--- config.mk ---
export PLATFORM = sky130hd
export DESIGN_NAME = w_gray_ptr_sync_dec
export DESIGN_NICKNAME = d
export VERILOG_FILES = /design/src/rtl/w_gray_ptr_sync_dec.sv
export SDC_FILE = /design/constraint.sdc
export NUM_CORES = 1
export LEC_CHECK = 0
export CORE_AREA = 5 5 45 47
export DETAILED_ROUTE_END_ITERATION = 7
export DIE_AREA = 0 0 50 52
export PLACE_DENSITY = 0.77
export SYNTH_ARGS = -nofsm -noshare
export SYNTH_HDL_FRONTEND = slang
export SYNTH_SLANG_ARGS = --single-unit
--- constraint.sdc ---
create_clock -name w_clk -period 5 [get_ports w_clk]
set_input_delay 0.5 -clock w_clk [delete_from_list [all_inputs] [get_ports w_clk]]
set_output_delay 0.5 -clock w_clk [all_outputs]
set_load 0.005 [all_outputs]
--- src/rtl/w_gray_ptr_sync_dec.sv ---
// Write-domain synchronizer for the Gray read pointer: N-flop chain, registered Gray->binary decode
// and per-cycle advance count. Optional Gray-violation checker enabled by `define W_GRAY_PTR_CHECK_EN.
module w_gray_ptr_sync_dec #(
  parameter int ADDR_WIDTH    = 3,
  parameter int SYNC_STAGES   = 2,
  parameter int ERR_CNT_WIDTH = 4
) (
  input  logic                     w_clk,
  input  logic                     w_rst_n,
  input  logic [ADDR_WIDTH:0]      unsync_r_ptr,
  output logic [ADDR_WIDTH:0]      sync_gr_r_ptr,
  output logic [ADDR_WIDTH:0]      sync_bin_r_ptr,
  output logic [ADDR_WIDTH:0]      r_ptr_adv,
  output logic                     r_ptr_moved,
  input  logic                     gray_err_clr,
  output logic                     gray_err,
  output logic [ERR_CNT_WIDTH-1:0] gray_err_cnt
);

  generate
    if (SYNC_STAGES < 2 || SYNC_STAGES > 4) begin : g_bad_sync_stages
      $error("w_gray_ptr_sync_dec: SYNC_STAGES must be in 2..4");
    end
  endgenerate

  function automatic logic [ADDR_WIDTH:0] g2b(input logic [ADDR_WIDTH:0] g);
    logic [ADDR_WIDTH:0] b;
    b[ADDR_WIDTH] = g[ADDR_WIDTH];
    for (int i = ADDR_WIDTH - 1; i >= 0; i--) begin
      b[i] = b[i+1] ^ g[i];
    end
    return b;
  endfunction

  // Synchronizer chain: pure flop-to-flop, whole bus sampled on one edge
  logic [ADDR_WIDTH:0] chain_d [SYNC_STAGES];
  logic [ADDR_WIDTH:0] chain_q [SYNC_STAGES];

  always_comb begin
    chain_d[0] = unsync_r_ptr;
    for (int k = 1; k < SYNC_STAGES; k++) begin
      chain_d[k] = chain_q[k-1];
    end
  end

  always_ff @(posedge w_clk or negedge w_rst_n) begin
    if (!w_rst_n) begin
      for (int k = 0; k < SYNC_STAGES; k++) begin
        chain_q[k] <= '0;
      end
    end else begin
      chain_q <= chain_d;
    end
  end

  assign sync_gr_r_ptr = chain_q[SYNC_STAGES-1];

  // Decode stage: the borrow of the subtraction is dropped so a wrap still gives the small advance
  logic [ADDR_WIDTH:0] bin_d, bin_q;
  logic [ADDR_WIDTH:0] adv_d, adv_q;
  logic                moved_d, moved_q;

  always_comb begin
    bin_d   = g2b(sync_gr_r_ptr);
    adv_d   = bin_d - bin_q;
    moved_d = (bin_d != bin_q);
  end

  always_ff @(posedge w_clk or negedge w_rst_n) begin
    if (!w_rst_n) begin
      bin_q   <= '0;
      adv_q   <= '0;
      moved_q <= 1'b0;
    end else begin
      bin_q   <= bin_d;
      adv_q   <= adv_d;
      moved_q <= moved_d;
    end
  end

  assign sync_bin_r_ptr = bin_q;
  assign r_ptr_adv      = adv_q;
  assign r_ptr_moved    = moved_q;

`ifdef W_GRAY_PTR_CHECK_EN
  localparam logic [ERR_CNT_WIDTH-1:0] CNT_ONE = ERR_CNT_WIDTH'(1);

  // More than one bit set <=> clearing the lowest set bit leaves something behind
  function automatic logic multi_bit(input logic [ADDR_WIDTH:0] x);
    return |(x & (x - 1'b1));
  endfunction

  logic [ADDR_WIDTH:0]      prev_gray_d, prev_gray_q;
  logic                     err_d, err_q;
  logic [ERR_CNT_WIDTH-1:0] cnt_d, cnt_q;
  logic                     violation;

  always_comb begin
    prev_gray_d = sync_gr_r_ptr;
    violation   = multi_bit(sync_gr_r_ptr ^ prev_gray_q);
    err_d       = err_q;
    cnt_d       = cnt_q;
    // A violation in the clear cycle wins and restarts the count at one
    if (violation) begin
      err_d = 1'b1;
      if (gray_err_clr) begin
        cnt_d = CNT_ONE;
      end else if (cnt_q != '1) begin
        cnt_d = cnt_q + CNT_ONE;
      end
    end else if (gray_err_clr) begin
      err_d = 1'b0;
      cnt_d = '0;
    end
  end

  always_ff @(posedge w_clk or negedge w_rst_n) begin
    if (!w_rst_n) begin
      prev_gray_q <= '0;
      err_q       <= 1'b0;
      cnt_q       <= '0;
    end else begin
      prev_gray_q <= prev_gray_d;
      err_q       <= err_d;
      cnt_q       <= cnt_d;
    end
  end

  assign gray_err     = err_q;
  assign gray_err_cnt = cnt_q;
`else
  logic unused_gray_err_clr;
  assign unused_gray_err_clr = gray_err_clr;
  assign gray_err            = 1'b0;
  assign gray_err_cnt        = '0;
`endif

endmodule
Word level (Yosys, flattened, before mapping) --
Cells that the tools add are included.
Storage, ports and cells: bits in registers 17, input port bits 7, output and inout bits 18, word-level logic and storage cells 10
Cells by class: add/sub/neg operators 1, equality and inequality tests 1, bitwise logic cells 3
Operator list (number):
- 4-bit inequality test | 1
- 4-bit subtractor | 1
- 1-bit XOR | 3

Depth between registers and ports, before layout --
Gate-level depths: netlist of run 1.
depth in word-level cells 4, depth in mapped cells 7, mapped depth without buffers 7

Worst setup path after synthesis of run 1 --
No wires, ideal clock.
path kind register -> register, start point register chain_q, in the netlist sync_gr_r_ptr[2], end point register adv_q[2] (netlist: r_ptr_adv[2]), library setup time 0.124 ns, arrival 1.670 ns, data required time 4.876 ns, slack 3.206 ns, cell stages (with the launch flop) 8, path buffers 0, path through dfrtp_1 xor2_2 xnor2_2 xor2_1 ha_1 inv_1 fa_1 xor2_1
Between the ends: cells in the longest elaborated chain, start to end 4
Ends and longest elaborated chain:
- start, declared | RTL line 37 | logic [ADDR_WIDTH:0] chain_q [SYNC_STAGES];
- start signal, assigned | RTL line 52 | chain_q <= chain_d;
- 1-bit XOR * | RTL line 30 | b[i] = b[i+1] ^ g[i];
- via bin_d[2] | RTL line 59 | logic [ADDR_WIDTH:0] bin_d, bin_q;
- 1-bit XOR (2 in series) | RTL line 30
- 4-bit subtractor * | RTL line 65 | adv_d = bin_d - bin_q;
- via adv_d[2] | RTL line 60 | logic [ADDR_WIDTH:0] adv_d, adv_q;
- end signal, assigned | RTL line 76 | adv_q <= adv_d;
- end, declared | RTL line 60
Mark *: on every way through the listed nets, which the timed path passes. The rest lies on a longest branch.

Worst setup path in the final report of run 1 --
Same ends and word-level chain as after synthesis.

==> results of run 1 <==
[report_power, final]
group          switching [mW]  leakage, nW  internal, mW
clock                  0.0399       0.0150        0.0310
sequential            0.00786        0.196         0.160
combinational          0.0330        0.181        0.0558
total                  0.0807        0.392         0.247
[kinds of logic (layout without fill, tap and decap cells)]
kind of cell	count (synthesis)	after routing	share of synthesized area, %
buffers and inverters	11	27	9.77
AO/OA/AOI/OAI	1	1	0.766
adder cells (fa/ha/maj)	4	4	8.81
XOR/XNOR	7	7	11.7
flip-flops	17	17	65.1
AND/OR/NAND/NOR	4	4	3.26
other	1	5	0.574
[synthesized netlist by cell type]
cell	count	area, µm²
a21oi_1	1	5.00
buf_4	6	45.0
conb_1	1	3.75
dfrtp_1	17	425
fa_1	1	20.0
ha_1	3	37.5
inv_1	5	18.8
nand2_1	2	7.51
nand3b_1	1	7.51
or3_1	1	6.26
xnor2_1	2	17.5
xnor2_2	1	16.3
xor2_1	3	26.3
xor2_2	1	16.3
[state kept, by name (all words and copies together), names as in the netlist]
register and cells:
r_ptr_moved 1, sync_bin_r_ptr 4, r_ptr_adv 4, chain_d 4
sync_gr_r_ptr 4
[layer usage]
metal,vias up,track usage (%),part of all wire (%)
li1,164,-,-
met1,173,9.21,36
met2,18,12.3,50
met3,3,2.87,11
met4,0,7.86,3.4
met5,-,0,0
[through the flow]
| step | power [mW] | cell area, µm² |
|---|---|---|
| after floorplan | 0.210 | 668 |
| after global placement | 0.259 | 825 |
| after detailed placement | 0.263 | 825 |
| after CTS | 0.335 | 851 |
| after global routing | 0.354 | 851 |
| final | 0.327 | 851 |
[how the worst min path moves through the flow]
stage	startpoint	end	slack, ps	cells after the start
after floorplan	w_rst_n	chain_d[0]	200	0
after global placement	chain_d[3]	sync_gr_r_ptr[3]	330	0
after detailed placement	chain_d[2]	sync_gr_r_ptr[2]	340	0
after CTS	chain_d[2]	sync_gr_r_ptr[2]	360	0
after global routing	chain_d[2]	sync_gr_r_ptr[2]	370	0
final	chain_d[2]	sync_gr_r_ptr[2]	350	0
[layout by cell type (no fill, tap or decap)]
master	netlist	layout
clkbuf_4	0	3
dfrtp_1	17	17
xor2_1	3	3
nand2_1	2	2
nand3b_1	1	1
xnor2_2	1	1
clkdlybuf4s50_1	0	18
a21oi_1	1	1
conb_1	1	5
fa_1	1	1
xor2_2	1	1
or3_1	1	1
clkbuf_1	0	1
inv_1	5	5
ha_1	3	3
xnor2_1	2	2
[worst reg2reg max path, cell delays in order, from the launching register on]
cell and delay [ps]:
dfrtp_1 420, xor2_2 210, xnor2_2 220, xor2_1 170, ha_1 170, inv_1 50, fa_1 370, xor2_1 150
[final cells by class]
cell class                 count  area share, %
timing repair buffer          18           21.2
clock buffer                   4           3.09
sequential                    17           50.0
inverter                       5           2.21
multi-input combinational     21           21.0
tap                           17           2.50
==> run summary, run 1 <==
In this run the tightest slew margin relative to its limit is 51.4%. The average instance area after synthesis was 14.5 µm²; the post-route DRC violation count was 0. Clock tree synthesis inserted a total of 3 buffers.

Grouping stages by cell kind, the critical path spends the most delay in XOR/XNOR gates. The tools report the setup slack after placement as 3120 ps. Setup repair after global routing left no endpoint under its margin.

The cell sitting at the root of the clock tree is a clkbuf_4. For the final count of negative-setup-slack endpoints, the log shows 0. The number of nets at the end of the flow was 77.

Depth of the most critical reg-to-reg path: 7. Measured along the x axis, the die boundary spans 50 µm. In this design, the critical path's most frequently occurring cell is xor2_1. The tools report the start of the worst register-to-register path as sync_gr_r_ptr[2]. Across the whole layout, storage elements account for 425 µm².

The average routed wire per standard cell works out to 10.5 µm. Summed over all failing endpoints, the final setup total negative slack is 0 ps. For this run, the detailed router's first-pass iteration total came to 2. The path class of the lowest-slack min-delay path is reg2reg. Dividing the detail-routed via count by the number of cells gives 4.37. Yosys printed 0 warnings. In this run the tool buffered the top-level ports with 18 buffer cells. For this run the aggregate overflow at the end of global routing stands at 0. The critical path in this run is classified as reg2reg. The timing endpoint of the critical path is r_ptr_adv[2]. Data on the critical path is required at its endpoint by 5180 ps. For this run, the total global-route usage over all layers was measured as 8.35%.

The number of nets still failing antenna checks after routing is 0. Wires add up to 864 µm. The tools report the startpoint class of the critical path as a flop. The detailed router finished its first iteration with 2 violations. For the minimum setup slack among reg-to-reg paths, the log shows 3130 ps.

Counting tap cells, the placed design contains a total of 78 instances. The number of H-tree branching levels is 1, and the path length in cells of the critical path is 7. Start point of the critical path: sync_gr_r_ptr[2]. For the weighted congestion reported at the end of routability-driven placement, the log shows 0.684. The final critical path time including I/O delays and setup is 1870 ps.

The tools report the total vias in the final route as 358. For the initial antenna violation count, the log shows 0. The number of buffers and inverters on the critical path was 1. The area of the core is 1610 µm², and the row count is 15. Buffers inserted to repair hold after CTS numbered 0. The antenna diode instance count is 0, and the synthesized instance count is 45. The via count of the first global-routing pass is 357, and the signed area change from the synthesized netlist to the final layout is 30.3%.

The largest net degree at the start of global routing was 18. Measured on the finished design, the core utilization comes to 52.7%. Area of the mapped netlist: 653 µm².

Counting along the longest clock path gives a buffer depth of 2. The clock input transition at the sequential cells of the worst setup and hold paths was 90 ps. Derived from the worst setup path, the maximum achievable clock frequency is 534 MHz. The final max-slew violation count came out at 0.

For the pin with the worst max-slew slack, the measured transition is 727 ps. The number of clock sinks is 17. The flow ran to the end, and the final reports show no timing, DRC or antenna violations. The floorplan step defined a die boundary enclosing 2600 µm². Once the floorplan was initialized, standard cells occupied 40.5% of the core.

In the final layout, the multi-input gates occupy 179 µm². Largest driver fanout on the critical path: 3. The worst setup path is captured at a flop. On the final layout, the worst clock skew is 4.25 ps. For this design the ratio of total power to cell area is 385 nW/µm². Final hold analysis gives a worst-case slack of 354 ps. Number of distinct library cell variants in the gate-level netlist after synthesis: 14. Summing the sequential cell areas from Yosys gives 65.1% of the chip area. The terminus of the critical flop-to-flop path is r_ptr_adv[2]. Highest-delay cell along the critical path: dfrtp_1. Number of placed I/O pins: 25.

Excluding fillers, the count of instances in the completed layout stands at 82. The logs give 0 for the number of endpoints with negative hold slack in the final report and 290 ps for the clock latency at the later pin of the worst-skew pair. The data arrival at the endpoint of the critical path is 2050 ps.

The run gives 150 as the number of fillers in the final layout. For the HPWL reported at the end of detailed placement, the log shows 704 µm. TritonCTS built the clock tree.

For the count of maximum capacitance violations, the log shows 0. The die is 52 µm tall. The share of cells above drive strength 1 was 7.69%; the standby leakage power was 0.392 nW. After synthesis the netlist holds a flip-flop and latch count of 17.

The final period utilization works out to 37.5%. The number of cells upsized or downsized after cts is 0, and the first-pass GRT wire length is 1.55 mm. Across the VDD grid, the largest voltage drop is 0.229 mV.

In the post-route analysis, the smallest setup slack over all paths is 3130 ps. Walking the worst path, the cells encountered are xor2_2 > xnor2_2 > xor2_1 > ha_1 > inv_1 > fa_1 > xor2_1. Number of setup buffers added after CTS: 0.

In this design, the stage delay of the slowest critical-path cell is 420 ps.
No activity file was read; power rests on OpenSTA's default activity.
==> run 2: changes to the inputs <==
--- a/config.mk
+++ b/config.mk
@@ -5,10 +5,10 @@
 export SDC_FILE = /design/constraint.sdc
 export NUM_CORES = 1
 export LEC_CHECK = 0
-export CORE_AREA = 5 5 45 47
+export CORE_AREA = 5 5 46 48
 export DETAILED_ROUTE_END_ITERATION = 7
-export DIE_AREA = 0 0 50 52
-export PLACE_DENSITY = 0.77
+export DIE_AREA = 0 0 51 53
+export PLACE_DENSITY = 0.74
 export SYNTH_ARGS = -nofsm -noshare
 export SYNTH_HDL_FRONTEND = slang
 export SYNTH_SLANG_ARGS = --single-unit
==> constraint.sdc (replaced) <==
create_clock -name w_clk -period 1.9 [get_ports w_clk]
set_input_delay 0.19 -clock w_clk [delete_from_list [all_inputs] [get_ports w_clk]]
set_output_delay 0.19 -clock w_clk [all_outputs]
set_load 0.005 [all_outputs]
==> run 2 against run 1 <==
Combinational power grew to 2.9 times the previous value. Clock skew shrank 1.6 ps. Clock power rose to 2.6 times the previous value. Critical endpoint unchanged. Largest power group unchanged. Highest routed layer is now met3.
==> run summary, run 2 (synthesis gave the netlist of run 1 again) <==
At the end of routability-driven placement, the weighted congestion stood at 0.758. The worst IR drop on VDD came out at 0.560 mV. TritonCTS built the clock tree.

Summed over all layers, the global routing overflow is 0. The tools report the area of the core as 1670 µm². After detailed routing, the number of vias per cell comes to 4.25. Number of H-tree branching levels: 1. After layout, the minimum clock period comes to 1850 ps. The startpoint class of the critical path is a flop.

Along the worst path, the maximum fanout reaches 3. For the setup total negative slack, the log shows 0 ps. The flow ran to the end, and the final reports show no timing, DRC or antenna violations.

In this run the power density over the cells is 987 nW/µm². The design draws 882 µW. In the layout the commonest cells are clkdlybuf4s50_1 (18), dfrtp_1 (17), conb_1 (5), buf_4 (5), inv_1 (4). The number of detailed-routing iterations run before antenna repair was 3; the data arrival at the endpoint of the critical path was 2020 ps. The floorplan step defined a die boundary enclosing 2700 µm². The first global-routing pass estimated 1.43 mm of wire. The area growth from synthesis to layout is 36.8%. The critical path required time is 2070 ps. STA classifies the critical path endpoint as a flop. The final route contains 370 vias. Die boundary width: 51 µm. Measured along the y axis, the die boundary spans 53 µm. The count of maximum capacitance violations is 0, and the antenna diode instance count is 0.

In this run the static leakage power is 0.414 nW. The leading cell type in the layout, fill and taps excluded is clkdlybuf4s50_1. The largest net degree at the start of global routing is 18. In the routed design, unresolved DRC markers number 0.

Setup repair after global routing could not meet its margin everywhere. In this run, CTS created clock tree buffers numbering 3. The tools report the initial antenna violation count as 0. The logs give 0 for the number of endpoints with negative hold slack in the final report and 1 for the first-iteration detailed-routing DRC count. The run gives 82 as the number of nets at the end of the flow. Clock tree synthesis found a total of 17 sinks. The initial core utilization is 39.1%, and the maximum buffer depth of the clock tree is 2.

The final critical path takes up 97.3% of the cycle. The logs give 0 for the final count of negative-setup-slack endpoints and 0 for the hold-fix buffer count after cts. For this run, the top clock speed supported by timing is 541 MHz. The path type of the worst setup path was reg2reg. The clock root buffer is clkbuf_4. After legalization and detailed placement, the total HPWL measured 724 µm. The clock reaches the later pin of the worst-skew pair after 280 ps.

The aggregate routed wire length is 927 µm, and the setup slack after layout is 50.8 ps. Path class of the lowest-slack min-delay path: in2async. In this run the cell area measured after placement is 840 µm².

Input and output buffers added on the ports amount to 18. Across the routed clock network, the largest skew measured is 2.62 ps. Overall fraction of global-route tracks in use: 7.35%. The detail route stage leaves a number of antenna-violating nets equal to 0.

The logs give 365 for the via count of the first global-routing pass and 53.5% for the final core utilization. Prior to clock tree synthesis, the placed netlist has a worst setup slack of 20.9 ps. The logs give 25 for the number of placed I/O pins and 0 for the final max-slew violation count. The average routed wire per standard cell was 10.7 µm; the share of cells above drive strength 1 was 18.6%. The floorplan has 15 rows.

The clock input transition at the sequential cells of the worst setup and hold paths was 90 ps; the post-route cell area was 893 µm².
==> run 2: what timing repair did <==
item | CTS | global route
endpoints found under the setup margin | 0 | 2
setup buffers | 0 | 3
hold endpoints to repair | 0 | 0
resized for setup | 0 | 3
==> run 2: layout make-up <==
cell class | count | area (µm²)
fillers | 150 | 777
flip-flops and latches | 17 | 425
repair buffers | 23 | 218
multi-input cells | 21 | 184
clock buffers | 4 | 26.3
well taps | 17 | 21.3
inverters | 5 | 18.8
==> run 2: worst paths after layout <==
path	startpoint	to	slack [ps]	cells past startpoint
max in group asynchronous	w_rst_n	sync_gr_r_ptr[2]	1490	2
worst max-delay path	sync_gr_r_ptr[3]	r_ptr_adv[2]	50	7
worst max register to register	sync_gr_r_ptr[3]	r_ptr_adv[2]	50	7
worst min register to register	chain_d[3]	sync_gr_r_ptr[3]	360	0
worst min-delay path	w_rst_n	r_ptr_adv[2]	230	2
min in group w_clk	unsync_r_ptr[1]	chain_d[1]	340	1
==> run 2: critical path: stages, from the launching register on <==
cell and delay (ps):
dfrtp_1 410, xor2_2 210, xnor2_2 220, xor2_1 180
ha_2 210, inv_2 40, fa_2 320, xor2_1 150
==> run 2: stage by stage <==
stage / hold slack [ps] / cells
2_1_floorplan: -106 / 49
3_3_place_gp: 334 / 80
3_5_place_dp: 336 / 80
4_1_cts: 228 / 84
5_1_grt: 244 / 87
6_report: 229 / 87
==> run 2: per-layer routing <==
| layer | vias to the layer above | part of all wire [%] | GRT usage, % |
|---|---|---|---|
| li1 | 177 | - | - |
| met1 | 177 | 37 | 6.24 |
| met2 | 16 | 51 | 13.5 |
| met3 | 0 | 11 | 3.94 |
| met4 | 0 | 0 | 4.04 |
| met5 | - | 0 | 0 |
==> run 2: where the power goes <==
group,switching (mW),leakage (nW),internal [mW]
Sequential,0.0199,0.196,0.421
Clock,0.100,0.0150,0.0814
Combinational,0.0959,0.203,0.164
Total,0.216,0.414,0.666
==> run 3: changes to the inputs <==
--- a/config.mk
+++ b/config.mk
@@ -5,10 +5,12 @@
 export SDC_FILE = /design/constraint.sdc
 export NUM_CORES = 1
 export LEC_CHECK = 0
-export CORE_AREA = 5 5 46 48
+export CAP_MARGIN = 20
+export CORE_AREA = 5 5 45 47
 export DETAILED_ROUTE_END_ITERATION = 7
-export DIE_AREA = 0 0 51 53
-export PLACE_DENSITY = 0.74
+export DIE_AREA = 0 0 50 52
+export MAX_ROUTING_LAYER = met4
+export PLACE_DENSITY = 0.77
 export SYNTH_ARGS = -nofsm -noshare
 export SYNTH_HDL_FRONTEND = slang
 export SYNTH_SLANG_ARGS = --single-unit
==> constraint.sdc (replaced) <==
create_clock -name w_clk -period 2.3 [get_ports w_clk]
set_input_delay 0.23 -clock w_clk [delete_from_list [all_inputs] [get_ports w_clk]]
set_output_delay 0.23 -clock w_clk [all_outputs]
set_load 0.005 [all_outputs]
==> run 3 against run 2 <==
First-iteration DRC count increased by 100%. Sequential share of layout area increased by 2.4 points. Critical path depth unchanged. Largest cell class unchanged. Routed wire length decreased by 6.7%. Design area decreased by 4.8%. Worst setup slack improved by 380 ps. Cell count decreased by 5.7%. Combinational power decreased by 26%. Fmax decreased by 1.3%. Clock-buffer cell count unchanged. Critical path type unchanged. Die area decreased by 3.8%. Via count decreased by 3.2%.
==> run summary, run 3 (synthesis gave the netlist of run 1 again) <==
The top cell types in the final layout, fill and taps aside, are clkdlybuf4s50_1 (18), dfrtp_1 (17), inv_1 (5), conb_1 (5). The flow ran to the end, and the final reports show no timing, DRC or antenna violations. For the number of endpoints with negative hold slack in the final report, the log shows 0.

TritonCTS built the clock tree. The first detailed-routing pass ran for 2 iterations. For the critical path required time, the log shows 2480 ps. The die boundary width came out at 50 µm.

In this run, post-CTS repair resized a total of 0 instances. The first global-routing pass estimated 1.55 mm of wire. The tools report the type of element capturing the critical path as a flop. The initial utilization of the core area, before any placement, comes to 40.5%. Summing all placed instances gives a cell area of 825 µm². Dividing the detail-routed wire length by the instance count gives 10.5 µm. The die extent in y came out at 52 µm.

The critical path starts at sync_gr_r_ptr[2]. Clock latency on the worst-skew pair, taken at its later pin, is 290 ps. The setup slack after placement was 417 ps. The worst register-to-register path begins at sync_gr_r_ptr[2].

The run gives 1610 µm² as the area of the core. Along the worst path, the maximum fanout reaches 3. Data on the critical path arrives at its endpoint at 2050 ps. The first-iteration detailed-routing DRC count came out at 2. The final max-slew violation count came out at 0. The analysis attributes to cell leakage a power of 0.392 nW. Final hold slack: 354 ps.

The final period utilization was 81.4%; the number of nets still failing antenna checks after routing was 0. The largest net degree at the start of global routing came out at 18. Headroom to the max-slew limit came out at 51.4%.

The signed area change from the synthesized netlist to the final layout is 30.3%, and the count of maximum capacitance violations is 0. Via count of the first global-routing pass: 357. The finished layout holds 82 standard cells, fillers aside. For the final count of negative-setup-slack endpoints, the log shows 0. Summed over all layers, the routed wires come to 865 µm. The average via count per standard cell was 4.37; the worst IR drop on VDD was 0.499 mV. After legalization and detailed placement, the total HPWL measured 704 µm. The post-route DRC violation count is 0. The finished cells cover 851 µm². The worst hold path was traced through 0 stages.

The worst path meets setup with 427 ps of slack. In this run the worst hold path is classified as reg2reg. The count of placed standard cells including taps is 78, and the final critical path time including I/O delays and setup is 1870 ps. The run gives 17 as the number of clock sinks. The congestion estimate from routability-driven global placement came to 0.691. The worst setup path is launched from a flop. The number of I/O port buffers was 18.

The overall fraction of global-route tracks in use is 8.57%, and the initial antenna violation count is 0. The net count of the finished layout is 77. The hold-fix buffer count after cts was 0. The root buffer cell chosen for the clock tree is clkbuf_4. The final worst clock skew was 4.33 ps; the overall overflow remaining after global route was 0.

The run gives 358 as the total vias in the final route. The initialized floorplan defines 15 standard-cell rows. At the pin with the least slew margin, the transition time is 726 ps. For the number of placed I/O pins, the log shows 25. The worst register-to-register path has a depth of 7. By startpoint and endpoint, the worst setup path is classified as reg2reg. Maximum buffer depth of the clock tree: 2. Timing would allow up to 534 MHz. The worst hold path begins at chain_d[2]. After clock tree synthesis, the clock-pin slew on the worst setup and hold paths is 90 ps. The repair_antennas step left the layout with diodes totalling 0. The setup total negative slack came out at 0 ps. The die outline area is 2600 µm², and the clock buffer count from CTS is 3.

The number of H-tree branching levels was 1; the share of cells above drive strength 1 was 7.69%. Post-CTS timing repair inserted 0 buffers for setup. For this design the ratio of total power to cell area is 837 nW/µm². The library cell used most frequently in the layout, excluding fill and tap cells, is clkdlybuf4s50_1. Setup repair after global routing left no endpoint under its margin.
-- run 3: cell type report --
type | instances | area (µm²)
timing repair buffer | 18 | 180
sequential | 17 | 425
multi-input combinational | 21 | 179
tap | 17 | 21.3
inverter | 5 | 18.8
fill | 150 | 763
clock buffer | 4 | 26.3
-- run 3: layer usage --
layer	GRT usage, %	vias up	share of wire (%)
li1	-	164	-
met4	7.86	0	3.4
met1	9.58	173	37
met3	2.29	3	9.4
met2	12.3	18	50
met5	-	-	0
-- run 3: worst max-delay path, cell delays in order (launching register included) --
cell	delay, ps
dfrtp_1	420
xor2_2	210
xnor2_2	220
xor2_1	170
ha_1	170
inv_1	50
fa_1	370
xor2_1	150
-- run 3: worst paths after layout --
check	end	slack, ps
setup / recovery	r_ptr_adv[2]	430
hold / removal	sync_gr_r_ptr[2]	350
setup reg to reg	r_ptr_adv[2]	430
hold reg to reg	sync_gr_r_ptr[2]	350
max in group asynchronous	chain_d[3]	1470
min in group asynchronous	r_ptr_adv[2]	370
-- run 3: stage by stage --
stage / util, % / power [mW]
final: 52.7 / 0.712
after global routing: 52.7 / 0.771
after CTS: 52.7 / 0.729
after detailed placement: 51.1 / 0.571
after global placement: 51.1 / 0.564
after floorplan: - / 0.456
-- run 3: report_power, final --
part	leakage [nW]	internal, mW	switching, mW
combinational	0.181	0.121	0.0717
sequential	0.196	0.347	0.0171
clock	0.0150	0.0675	0.0868
